--- config.mk ---
export PLATFORM = sky130hd
export DESIGN_NAME = spi_txn_arbiter_flat
export DESIGN_NICKNAME = d
export VERILOG_FILES = /design/src/rtl/spi_txn_arbiter_if.sv /design/src/rtl/spi_txn_arbiter.sv /design/src/flat_wrapper.sv
export SDC_FILE = /design/constraint.sdc
export NUM_CORES = 1
export LEC_CHECK = 0
export CAP_MARGIN = 10
export CORE_MARGIN = 4
export CORE_UTILIZATION = 30
export DETAILED_ROUTE_END_ITERATION = 6
export GPL_ROUTABILITY_DRIVEN = 0
export PLACE_DENSITY = 0.61
export RECOVER_POWER = 25
export REMOVE_ABC_BUFFERS = 1
export SYNTH_ARGS = -nofsm -noshare
export SYNTH_HDL_FRONTEND = slang
export SYNTH_SLANG_ARGS = --single-unit
--- constraint.sdc ---
create_clock -name clk_i -period 5.3 [get_ports clk_i]
set_clock_uncertainty 0.1 [all_clocks]
set_input_delay 0.53 -clock clk_i [delete_from_list [all_inputs] [get_ports clk_i]]
set_output_delay 0.53 -clock clk_i [all_outputs]
set_load 0.02 [all_outputs]
--- src/rtl/spi_txn_arbiter_if.sv ---
// spi_txn_arbiter_if: requester handshake and SPIMaster control bundle.
// master = arbiter side, slave = requesters plus SPIMaster side.
interface spi_txn_arbiter_if #(
    parameter int NUM_REQ  = 4,
    parameter int SS_WIDTH = 32
);
    logic [NUM_REQ-1:0]    req_i;
    logic [32*NUM_REQ-1:0] req_wdata_i;
    logic [3*NUM_REQ-1:0]  req_bytes_i;
    logic [5*NUM_REQ-1:0]  req_ss_idx_i;
    logic [NUM_REQ-1:0]    gnt_o;
    logic [NUM_REQ-1:0]    done_o;
    logic                  err_o;
    logic [31:0]           rdata_o;
    logic                  busy_o;
    logic                  spi_enable_o;
    logic [31:0]           spi_wdata_o;
    logic [2:0]            spi_bytes_o;
    logic                  spi_reset_fill_level_o;
    logic [31:0]           spi_rdata_i;
    logic [2:0]            spi_rbytes_valid_i;
    logic [SS_WIDTH-1:0]   spi_ss_o;

    modport master (
        input  req_i, req_wdata_i, req_bytes_i, req_ss_idx_i,
        input  spi_rdata_i, spi_rbytes_valid_i,
        output gnt_o, done_o, err_o, rdata_o, busy_o,
        output spi_enable_o, spi_wdata_o, spi_bytes_o,
        output spi_reset_fill_level_o, spi_ss_o
    );

    modport slave (
        output req_i, req_wdata_i, req_bytes_i, req_ss_idx_i,
        output spi_rdata_i, spi_rbytes_valid_i,
        input  gnt_o, done_o, err_o, rdata_o, busy_o,
        input  spi_enable_o, spi_wdata_o, spi_bytes_o,
        input  spi_reset_fill_level_o, spi_ss_o
    );
endinterface

--- src/rtl/spi_txn_arbiter.sv ---
// spi_txn_arbiter: round-robin sharing of one SPIMaster between
// NUM_REQ requesters, with select timing, enable sequencing and timeout.
module spi_txn_arbiter #(
    parameter int NUM_REQ         = 4,
    parameter int SS_WIDTH        = 32,
    parameter int SS_ACTIVE_HIGH  = 0,
    parameter int SS_SETUP_CYCLES = 2,
    parameter int SS_HOLD_CYCLES  = 2,
    parameter int TIMEOUT_CYCLES  = 4096
) (
    input  logic              clk_i,
    input  logic              rst_i,
    spi_txn_arbiter_if.master bus
);
    localparam int IDX_W = (NUM_REQ > 1) ? $clog2(NUM_REQ) : 1;
    localparam int CNT_MAX = (SS_SETUP_CYCLES > SS_HOLD_CYCLES)
                           ? SS_SETUP_CYCLES : SS_HOLD_CYCLES;
    localparam int CNT_W = $clog2(CNT_MAX + 1);
    localparam int TO_W = $clog2(TIMEOUT_CYCLES + 1);

    localparam logic [SS_WIDTH-1:0] SS_IDLE = (SS_ACTIVE_HIGH != 0)
        ? {SS_WIDTH{1'b0}} : {SS_WIDTH{1'b1}};
    localparam logic [SS_WIDTH-1:0] SS_ONE =
        {{(SS_WIDTH-1){1'b0}}, 1'b1};
    localparam logic [NUM_REQ-1:0] REQ_ONE =
        {{(NUM_REQ-1){1'b0}}, 1'b1};
    localparam logic [IDX_W-1:0] IDX_LAST = IDX_W'(NUM_REQ - 1);
    localparam logic [CNT_W-1:0] SETUP_LAST = CNT_W'(SS_SETUP_CYCLES - 1);
    localparam logic [CNT_W-1:0] HOLD_LAST = CNT_W'(SS_HOLD_CYCLES - 1);
    localparam logic [TO_W-1:0] TO_LAST = TO_W'(TIMEOUT_CYCLES - 1);

    typedef enum logic [2:0] {
        S_IDLE,
        S_SETUP,
        S_XFER,
        S_HOLD,
        S_DONE
    } state_t;

    state_t           state;
    logic [IDX_W-1:0] last_gnt;
    logic [IDX_W-1:0] cur_idx;
    logic             cur_err;
    logic [CNT_W-1:0] cnt;
    logic [TO_W-1:0]  tcnt;

    logic [IDX_W-1:0] probe;
    logic [IDX_W-1:0] win_idx;
    logic             win_found;
    logic [31:0]      win_wdata;
    logic [2:0]       win_bytes;
    logic [4:0]       win_ss;
    logic             ss_ok;
    logic             win_ok;

    // Round-robin search starting one past the last owner.
    always_comb begin
        probe     = '0;
        win_idx   = '0;
        win_found = 1'b0;
        for (int i = 1; i <= NUM_REQ; i++) begin
            probe = IDX_W'((int'(last_gnt) + i) % NUM_REQ);
            if (!win_found && bus.req_i[probe]) begin
                win_found = 1'b1;
                win_idx   = probe;
            end
        end
    end

    // Winner field selection and request validation.
    always_comb begin
        win_wdata = bus.req_wdata_i[32*win_idx +: 32];
        win_bytes = bus.req_bytes_i[3*win_idx +: 3];
        win_ss    = bus.req_ss_idx_i[5*win_idx +: 5];
        win_ok    = (win_bytes != 3'd0) && (win_bytes <= 3'd4) && ss_ok;
    end

    // A 5-bit index can only overflow a select bus narrower than 32.
    if (SS_WIDTH >= 32) begin : g_ss_full
        assign ss_ok = 1'b1;
    end else begin : g_ss_part
        assign ss_ok = (win_ss < 5'(SS_WIDTH));
    end

    // Transfer sequencer; every output is a register.
    always_ff @(posedge clk_i or posedge rst_i) begin
        if (rst_i) begin
            state                      <= S_IDLE;
            last_gnt                   <= IDX_LAST;
            cur_idx                    <= '0;
            cur_err                    <= 1'b0;
            cnt                        <= '0;
            tcnt                       <= '0;
            bus.gnt_o                  <= '0;
            bus.done_o                 <= '0;
            bus.err_o                  <= 1'b0;
            bus.rdata_o                <= '0;
            bus.busy_o                 <= 1'b0;
            bus.spi_enable_o           <= 1'b0;
            bus.spi_wdata_o            <= '0;
            bus.spi_bytes_o            <= '0;
            bus.spi_reset_fill_level_o <= 1'b0;
            bus.spi_ss_o               <= SS_IDLE;
        end else begin
            unique case (state)
                S_IDLE: begin
                    if (win_found) begin
                        cur_idx         <= win_idx;
                        cur_err         <= !win_ok;
                        cnt             <= '0;
                        bus.gnt_o       <= REQ_ONE << win_idx;
                        bus.busy_o      <= 1'b1;
                        bus.spi_wdata_o <= win_wdata;
                        bus.spi_bytes_o <= win_bytes;
                        if (win_ok) begin
                            bus.spi_ss_o <= SS_IDLE ^ (SS_ONE << win_ss);
                        end
                        state <= S_SETUP;
                    end
                end
                S_SETUP: begin
                    if (cur_err) begin
                        bus.done_o                 <= REQ_ONE << cur_idx;
                        bus.err_o                  <= 1'b1;
                        bus.spi_reset_fill_level_o <= 1'b1;
                        bus.spi_ss_o               <= SS_IDLE;
                        state                      <= S_DONE;
                    end else if (cnt == SETUP_LAST) begin
                        cnt              <= '0;
                        tcnt             <= '0;
                        bus.spi_enable_o <= 1'b1;
                        state            <= S_XFER;
                    end else begin
                        cnt <= cnt + 1'b1;
                    end
                end
                S_XFER: begin
                    if (bus.spi_rbytes_valid_i == bus.spi_bytes_o) begin
                        bus.rdata_o      <= bus.spi_rdata_i;
                        bus.spi_enable_o <= 1'b0;
                        cnt              <= '0;
                        state            <= S_HOLD;
                    end else if (tcnt == TO_LAST) begin
                        bus.spi_enable_o <= 1'b0;
                        cur_err          <= 1'b1;
                        cnt              <= '0;
                        state            <= S_HOLD;
                    end else begin
                        tcnt <= tcnt + 1'b1;
                    end
                end
                S_HOLD: begin
                    if (cnt == HOLD_LAST) begin
                        bus.done_o                 <= REQ_ONE << cur_idx;
                        bus.err_o                  <= cur_err;
                        bus.spi_reset_fill_level_o <= 1'b1;
                        bus.spi_ss_o               <= SS_IDLE;
                        state                      <= S_DONE;
                    end else begin
                        cnt <= cnt + 1'b1;
                    end
                end
                S_DONE: begin
                    bus.done_o                 <= '0;
                    bus.err_o                  <= 1'b0;
                    bus.spi_reset_fill_level_o <= 1'b0;
                    bus.gnt_o                  <= '0;
                    bus.busy_o                 <= 1'b0;
                    last_gnt                   <= cur_idx;
                    state                      <= S_IDLE;
                end
                default: state <= S_IDLE;
            endcase
        end
    end
endmodule

--- src/flat_wrapper.sv ---
// flat-port wrapper written by rule: the top's interface ports become plain ports
module spi_txn_arbiter_flat 
#(
    parameter int NUM_REQ         = 4,
    parameter int SS_WIDTH        = 32,
    parameter int SS_ACTIVE_HIGH  = 0,
    parameter int SS_SETUP_CYCLES = 2,
    parameter int SS_HOLD_CYCLES  = 2,
    parameter int TIMEOUT_CYCLES  = 4096
)
  (clk_i, rst_i, bus_req_i, bus_req_wdata_i, bus_req_bytes_i, bus_req_ss_idx_i, bus_spi_rdata_i, bus_spi_rbytes_valid_i, bus_gnt_o, bus_done_o, bus_err_o, bus_rdata_o, bus_busy_o, bus_spi_enable_o, bus_spi_wdata_o, bus_spi_bytes_o, bus_spi_reset_fill_level_o, bus_spi_ss_o);
  spi_txn_arbiter_if #(.NUM_REQ(NUM_REQ), .SS_WIDTH(SS_WIDTH)) bus_i ();
  input  logic clk_i;
  input  logic rst_i;
  input wire logic [$bits(bus_i.req_i)-1:0] bus_req_i;
  input wire logic [$bits(bus_i.req_wdata_i)-1:0] bus_req_wdata_i;
  input wire logic [$bits(bus_i.req_bytes_i)-1:0] bus_req_bytes_i;
  input wire logic [$bits(bus_i.req_ss_idx_i)-1:0] bus_req_ss_idx_i;
  input wire logic [$bits(bus_i.spi_rdata_i)-1:0] bus_spi_rdata_i;
  input wire logic [$bits(bus_i.spi_rbytes_valid_i)-1:0] bus_spi_rbytes_valid_i;
  output wire logic [$bits(bus_i.gnt_o)-1:0] bus_gnt_o;
  output wire logic [$bits(bus_i.done_o)-1:0] bus_done_o;
  output wire logic [$bits(bus_i.err_o)-1:0] bus_err_o;
  output wire logic [$bits(bus_i.rdata_o)-1:0] bus_rdata_o;
  output wire logic [$bits(bus_i.busy_o)-1:0] bus_busy_o;
  output wire logic [$bits(bus_i.spi_enable_o)-1:0] bus_spi_enable_o;
  output wire logic [$bits(bus_i.spi_wdata_o)-1:0] bus_spi_wdata_o;
  output wire logic [$bits(bus_i.spi_bytes_o)-1:0] bus_spi_bytes_o;
  output wire logic [$bits(bus_i.spi_reset_fill_level_o)-1:0] bus_spi_reset_fill_level_o;
  output wire logic [$bits(bus_i.spi_ss_o)-1:0] bus_spi_ss_o;
  assign bus_i.req_i = bus_req_i;
  assign bus_i.req_wdata_i = bus_req_wdata_i;
  assign bus_i.req_bytes_i = bus_req_bytes_i;
  assign bus_i.req_ss_idx_i = bus_req_ss_idx_i;
  assign bus_i.spi_rdata_i = bus_spi_rdata_i;
  assign bus_i.spi_rbytes_valid_i = bus_spi_rbytes_valid_i;
  assign bus_gnt_o = bus_i.gnt_o;
  assign bus_done_o = bus_i.done_o;
  assign bus_err_o = bus_i.err_o;
  assign bus_rdata_o = bus_i.rdata_o;
  assign bus_busy_o = bus_i.busy_o;
  assign bus_spi_enable_o = bus_i.spi_enable_o;
  assign bus_spi_wdata_o = bus_i.spi_wdata_o;
  assign bus_spi_bytes_o = bus_i.spi_bytes_o;
  assign bus_spi_reset_fill_level_o = bus_i.spi_reset_fill_level_o;
  assign bus_spi_ss_o = bus_i.spi_ss_o;
  spi_txn_arbiter #(.NUM_REQ(NUM_REQ), .SS_WIDTH(SS_WIDTH), .SS_ACTIVE_HIGH(SS_ACTIVE_HIGH), .SS_SETUP_CYCLES(SS_SETUP_CYCLES), .SS_HOLD_CYCLES(SS_HOLD_CYCLES), .TIMEOUT_CYCLES(TIMEOUT_CYCLES)) u_core (.clk_i(clk_i), .rst_i(rst_i), .bus(bus_i));
endmodule
==> Yosys cells after proc, flatten, opt, wreduce, memory -nomap -nowiden <==
Index checks and enable logic that the tools add are counted.
{ "totals": {"regBits": 134, "latch_bits": 0, "mem_bits_rw": 0, "rom_bits": 0, "input_bits": 201, "wordCells": 141, "mem_count": 0} }
{ "op_classes": {"add_sub_neg": 6, "multipliers": 2, "n_div": 0, "order_cmp": 5, "eq_ne": 19, "shift": 6, "mux": 60, "n_bitwise": 1, "reduce_logical": 26} }
{ "op_table": {"columns": ["cell", "count"], "rows": [
  ["32-bit 2-to-1 mux", 4],
  ["128-bit by 8-bit variable part select with 32-bit output", 1],
  ["32-bit case mux with 3 select lines", 1],
  ["13-bit 2-to-1 mux", 4],
  ["32-bit NOT", 1],
  ["1-bit by 5-bit << shifter with 32-bit output, first input constant", 1],
  ["13-bit case mux with 2 select lines", 1],
  ["2-bit 2-to-1 mux", 10],
  ["20-bit by 6-bit variable part select with 5-bit output", 1],
  ["1-bit 2-to-1 mux", 18],
  ["3-bit 2-to-1 mux", 6],
  ["5-bit AND reduction", 3],
  ["13-bit by 1-bit adder with 13-bit output, second input constant", 1],
  ["13-bit by 12-bit equality test with 1-bit output, second input constant", 1],
  ["2-bit by 3-bit < comparator with 1-bit output, second input constant", 4],
  ["4-bit 2-to-1 mux", 3],
  ["2-bit by 1-bit inequality test with 1-bit output, second input constant", 6],
  ["3-bit case mux with 4 select lines", 1],
  ["4-bit case mux with 3 select lines", 1],
  ["4-bit AND reduction", 3],
  ["12-bit by 5-bit variable part select with 3-bit output", 1],
  ["3-bit nonzero test", 3],
  ["1-bit binary-select mux with 2-bit select", 4],
  ["2-bit inequality test, second input constant", 4],
  ["23 further kinds", 42]
]} }

==> Depth between registers and ports, before layout <==
{ "logic_depth": {"depth_word": 20, "ltp_mapped": 11, "mapped_depth_nobuf": 9} }

==> Worst setup path after synthesis <==
Ideal clock, no wire load.
{ "synth_timing": {"kind": "input port to flip-flop", "start": "input bus_req_i[2]", "end": "register u_core.bus.spi_ss_o[22]", "arrival_time_ns": 2.538, "setup_slack_ns": 2.578, "cell_stages": 10, "cell_sequence": "buf_2 -> or2_1 -> a21oi_1 -> o21a_1 -> a221oi_1 -> or4_1 -> buf_2 -> nand2_4 -> buf_6 -> o32a_2"} }
{ "synth_via": {"elab_chain_cells": 19, "word_cells_on_any_way": 37} }
{ "synth_rtl": {"columns": ["item", "line_no", "source"], "rows": [
  ["from (decl)", "flat_wrapper.sv:15", "input wire logic [$bits(bus_i.req_i)-1:0] bus_req_i;"],
  ["1-bit binary-select mux with 2-bit select", "spi_txn_arbiter.sv:63", "if (!win_found && bus.req_i[probe]) begin"],
  ["1-bit 2-to-1 mux (not written as such)", "spi_txn_arbiter.sv:63", null],
  ["1-bit 2-to-1 mux", "spi_txn_arbiter.sv:63", null],
  ["1-bit logical NOT", "spi_txn_arbiter.sv:63", null],
  ["1-bit logical AND", "spi_txn_arbiter.sv:63", null],
  ["1-bit 2-to-1 mux", "spi_txn_arbiter.sv:63", null],
  ["1-bit logical NOT", "spi_txn_arbiter.sv:63", null],
  ["1-bit logical AND", "spi_txn_arbiter.sv:63", null],
  ["[3 not listed]", null, null],
  ["2-bit 2-to-1 mux", "spi_txn_arbiter.sv:63", null],
  ["3-bit by 2-bit multiplier with 5-bit output", "spi_txn_arbiter.sv:74", "win_ss = bus.req_ss_idx_i[5*win_idx +: 5];"],
  ["20-bit by 6-bit variable part select with 5-bit output", "spi_txn_arbiter.sv:74", null],
  ["1-bit by 5-bit << shifter with 32-bit output", "spi_txn_arbiter.sv:116", "bus.spi_ss_o <= SS_IDLE ^ (SS_ONE << win_ss);"],
  ["32-bit NOT (no line)", null, null],
  ["32-bit 2-to-1 mux", "spi_txn_arbiter.sv:115", "if (win_ok) begin"],
  ["32-bit 2-to-1 mux", "spi_txn_arbiter.sv:107", "if (win_found) begin"],
  ["32-bit case mux with 3 select lines", "spi_txn_arbiter.sv:105", "unique case (state)"],
  ["to (signal assigned)", "spi_txn_arbiter.sv:116", null],
  ["to (decl)", "spi_txn_arbiter_if.sv:29", "output spi_reset_fill_level_o, spi_ss_o"]
]} }
Parallel ways exist; a longest one is shown, timed or not. The select of a mux whose other input is x is not followed.
A chain may end at the register's enable or synchronous reset.

==> Worst setup path after layout <==
{ "layout_timing": {"start": "input bus_req_i[3]", "end": "register u_core.bus.spi_ss_o[2]"} }
The elaborated chain is that of the path after synthesis.

==> summary.md <==
| Metric | Value |
|---|---|
| Status | completed |
| Ratio of cells with drive above 1 in the final layout | 14.1% |
| Dpl ws | 0.702 ns |
| Net switching share of the total power | 40.3% |
| Setup WS post-layout | 1.21 ns |
| GRT Max-Usage Layer | met2 |
| CTS tree | yes |
| Sequential power share | 30.0% |
| Comb pwr share | 49.5% |
| Layout Cells excl Fill | 1216 |
| Clk buf depth | 2 |
| P_int | 3430 uW |
| H-tree levels | 4 |
| Nets | 1130 |
| Synth Area in XOR/XNOR | 1.33% |
| Detail Route Antenna Nets | 0 |
| Clk slew on worst S/H paths | 0.06 ns |
| EDFF count, synth | 0 |
| Die area | 0.0243 sq mm |
| CTS Hold Buffers Added | 0 |
| Root Driver | clkbuf_16 |
| Initial drt markers | 456 |
| Sequential cell area fraction in the yosys report | 51.7% |
| Syn. warnings | 0 |
| Distinct cells, synth | 58 |
| Final setup vio count | 0 |
| Initial DRT Pass Iterations | 5 |
| HP Class | flop to flop |
| Post-DR vias/cell | 5.09 |
| Die span in x | 156 um |
| Register bit total from synthesis | 134 |
| Peak VDD IR | 237 uV |
| Critical Path AT | 4.35 ns |
| Grt met1 use | 21.8% |
| Cells after synthesis | 633 |
| GRT met2 Usage | 32.1% |
| Wire per inst | 19.3 um |
| Post-Route WL | 23400 um |
| Clk Latency, worst-skew pair | 0.41 ns |
| Post-Synth Adder-Cell Area | 0.571% |
| Post-synthesis mux area share | 6.32% |
| Worst Path Max Fanout | 41 |
| I/O pins | 312 |
| Tcrit/Tclk final | 77.1% |
| Setup Buffers After CTS | 0 |
| Syn-to-layout area delta | 59.6% |
| Met3 Usage GRT | 5.41% |
| Design area | 0.0105 sq mm |
| Crit. End Element | flop |
| Main synth FF type | dfrtp_1 |
| Slew @ Worst Pin | 1.17 ns |
| Post-CTS Resized | 0 |
| Number of buffers created by CTS | 17 |
| Vias in the first global route | 6363 |
| Total grt overflow | 0 |
| Critical path data required time | 5.56 ns |
| First-pass GRT wire length | 35200 um |
| Placed Instance Area | 0.00989 sq mm |
| Post-synthesis compound-gate area fraction | 21.4% |
| Synth Area in Simple Gates | 14.6% |
| Slew Viols, Final | 0 |
| Post-route minimum period | 4.09 ns |
| Largest family of logic cells by synthesized area | compound AO/OA/AOI/OAI gates |
| Fmax achieved | 245 MHz |
| Clock power share | 20.5% |
| NetSw | 2310 uW |
| Core area | 0.0213 sq mm |
| IO buf count | 311 |
| Mapped cell area | 0.00657 sq mm |
| Clock sink count | 134 |
| RSZ-0062 raised after global routing | no |
| Largest net degree at the start of global routing | 106 |
| Initial antenna violation count | 2 |
| # placed instances | 1182 |
| Final Hold Viols | 0 |
| FP Rows | 53 |
| Ys async rst share | 100% |
| Via count | 6192 |
| Die Height | 156 um |
| Hpwl dp | 18100 um |
| Critical path class | primary input to flop |
| Startpoint Class | primary input |
| All-layer global routing usage | 18.6% |
| Leak pwr | 0.00415 uW |
| Post-layout util | 49.2% |
| Pwr dens | 548 mW/mm^2 |
| Avg Cell Area, Syn | 10.4 sq um |
| Initial core utilization | 30.9% |
| Drt drc | 0 |
| TNS Setup | 0 ns |
| Slew headroom | 21.9% |
| Max-cap violations | 0 |
==> flip-flops by register name (all words and copies together), names as in the netlist <==
register and count:
u_core.last_gnt 2, u_core.bus.gnt_o 4, u_core.cur_idx 2, u_core.bus.spi_enable_o 1
u_core.bus.spi_reset_fill_level_o 1, u_core.cur_err 1, u_core.bus.done_o 4, u_core.bus.spi_ss_o 32
u_core.tcnt 13, u_core.cnt 2, u_core.bus.spi_bytes_o 3, u_core.bus.spi_wdata_o 32
u_core.bus.busy_o 1, u_core.bus.rdata_o 32, u_core.state 3, u_core.bus.err_o 1
==> worst max-delay path, cell delays in order <==
cell and delay, ns:
clkdlybuf4s50_1 0.66, o21ba_2 0.34, o211ai_4 0.89, a221oi_1 0.43
o211a_1 0.37, nor3_4 0.80, o32a_2 0.31
==> cells in the mapped netlist, drive strengths merged, types with 6 or more instances <==
cell,number,area (sq um)
inv,17,63.8
nand3,9,45.0
mux2,36,405
a222oi,35,350
nand2b,8,50.1
nand4,6,37.5
a31oi,43,269
dfrtp,100,2500
dfstp,34,893
o32a,20,215
a21oi,20,104
buf,17,109
o211ai,6,50.1
nor3,9,56.3
nand2,83,319
nor2,62,233
a2bb2oi,7,61.3
o21ai,18,93.8
clkbuf,26,97.6
xor2,6,52.6
==> cell usage in the layout (no fill, tap or decap), types with 9 or more instances in the layout <==
| master | instances |
|---|---|
| nand3_1 | 9 |
| clkdlybuf4s50_1 | 310 |
| clkbuf_16 | 19 |
| inv_1 | 16 |
| a222oi_1 | 35 |
| nand2_1 | 82 |
| mux2_2 | 36 |
| nor2_1 | 62 |
| a31oi_1 | 43 |
| a21oi_1 | 19 |
| dfrtp_1 | 100 |
| o21ai_0 | 17 |
| o32a_2 | 12 |
| dfstp_2 | 34 |
==> per-stage QoR <==
| stage | total power (uW) | hold slack [ns] |
|---|---|---|
| floorplan | 3310 | 0.378 |
| global placement | 4590 | 0.360 |
| detailed placement | 4620 | 0.365 |
| CTS | 5810 | 0.377 |
| global route | 6120 | 0.401 |
| finish | 5740 | 0.373 |
==> power by group through the flow <==
stage / clock [uW] / combinational, uW / sequential (uW)
floorplan: 0 / 1200 / 2100
global placement: 0 / 2860 / 1730
detailed placement: 0 / 2880 / 1740
CTS: 1200 / 2880 / 1730
global route: 1250 / 3080 / 1780
finish: 1180 / 2840 / 1720
==> cell families after synthesis <==
group,Yosys count
buffers and inverters,60
DFF,134
muxes,37
and+or+nand+nor,208
xor gates and xnor gates,10
adders and majority gates,3
AOI/OAI and AO/OA,181
==> routing by layer <==
| layer | wire length, um | part of all wire (%) |
|---|---|---|
| met4 | 658 | 2.8 |
| met2 | 11900 | 51 |
| met5 | 0 | 0 |
| met1 | 9030 | 39 |
| met3 | 1880 | 8.0 |
==> cell type report <==
class	count	area (sq um)
Timing Repair Buffer	317	3160
Antenna cell	2	5.00
Clock buffer	21	483
Inverter	17	68.8
Fill cell	1996	10800
Multi-Input combinational cell	439	2920
Tap cell	275	344
Sequential cell	134	3400
Clock inverter	11	109
==> path summary, 6_finish.rpt <==
check | from | to | slack [ns] | cells after the start
min | u_core.bus.spi_reset_fill_level_o | u_core.bus.spi_reset_fill_level_o | 0.37 | 1
max | bus_req_i[3] | u_core.bus.spi_ss_o[2] | 1.21 | 7
max reg2reg | u_core.last_gnt[1] | u_core.bus.spi_ss_o[2] | 1.49 | 6
min in group asynchronous | rst_i | u_core.bus.rdata_o[0] | 0.72 | 2
max in group asynchronous | rst_i | u_core.last_gnt[1] | 3.38 | 3
min reg2reg | u_core.bus.spi_reset_fill_level_o | u_core.bus.spi_reset_fill_level_o | 0.37 | 1
No activity file was read; power rests on OpenSTA's default activity.
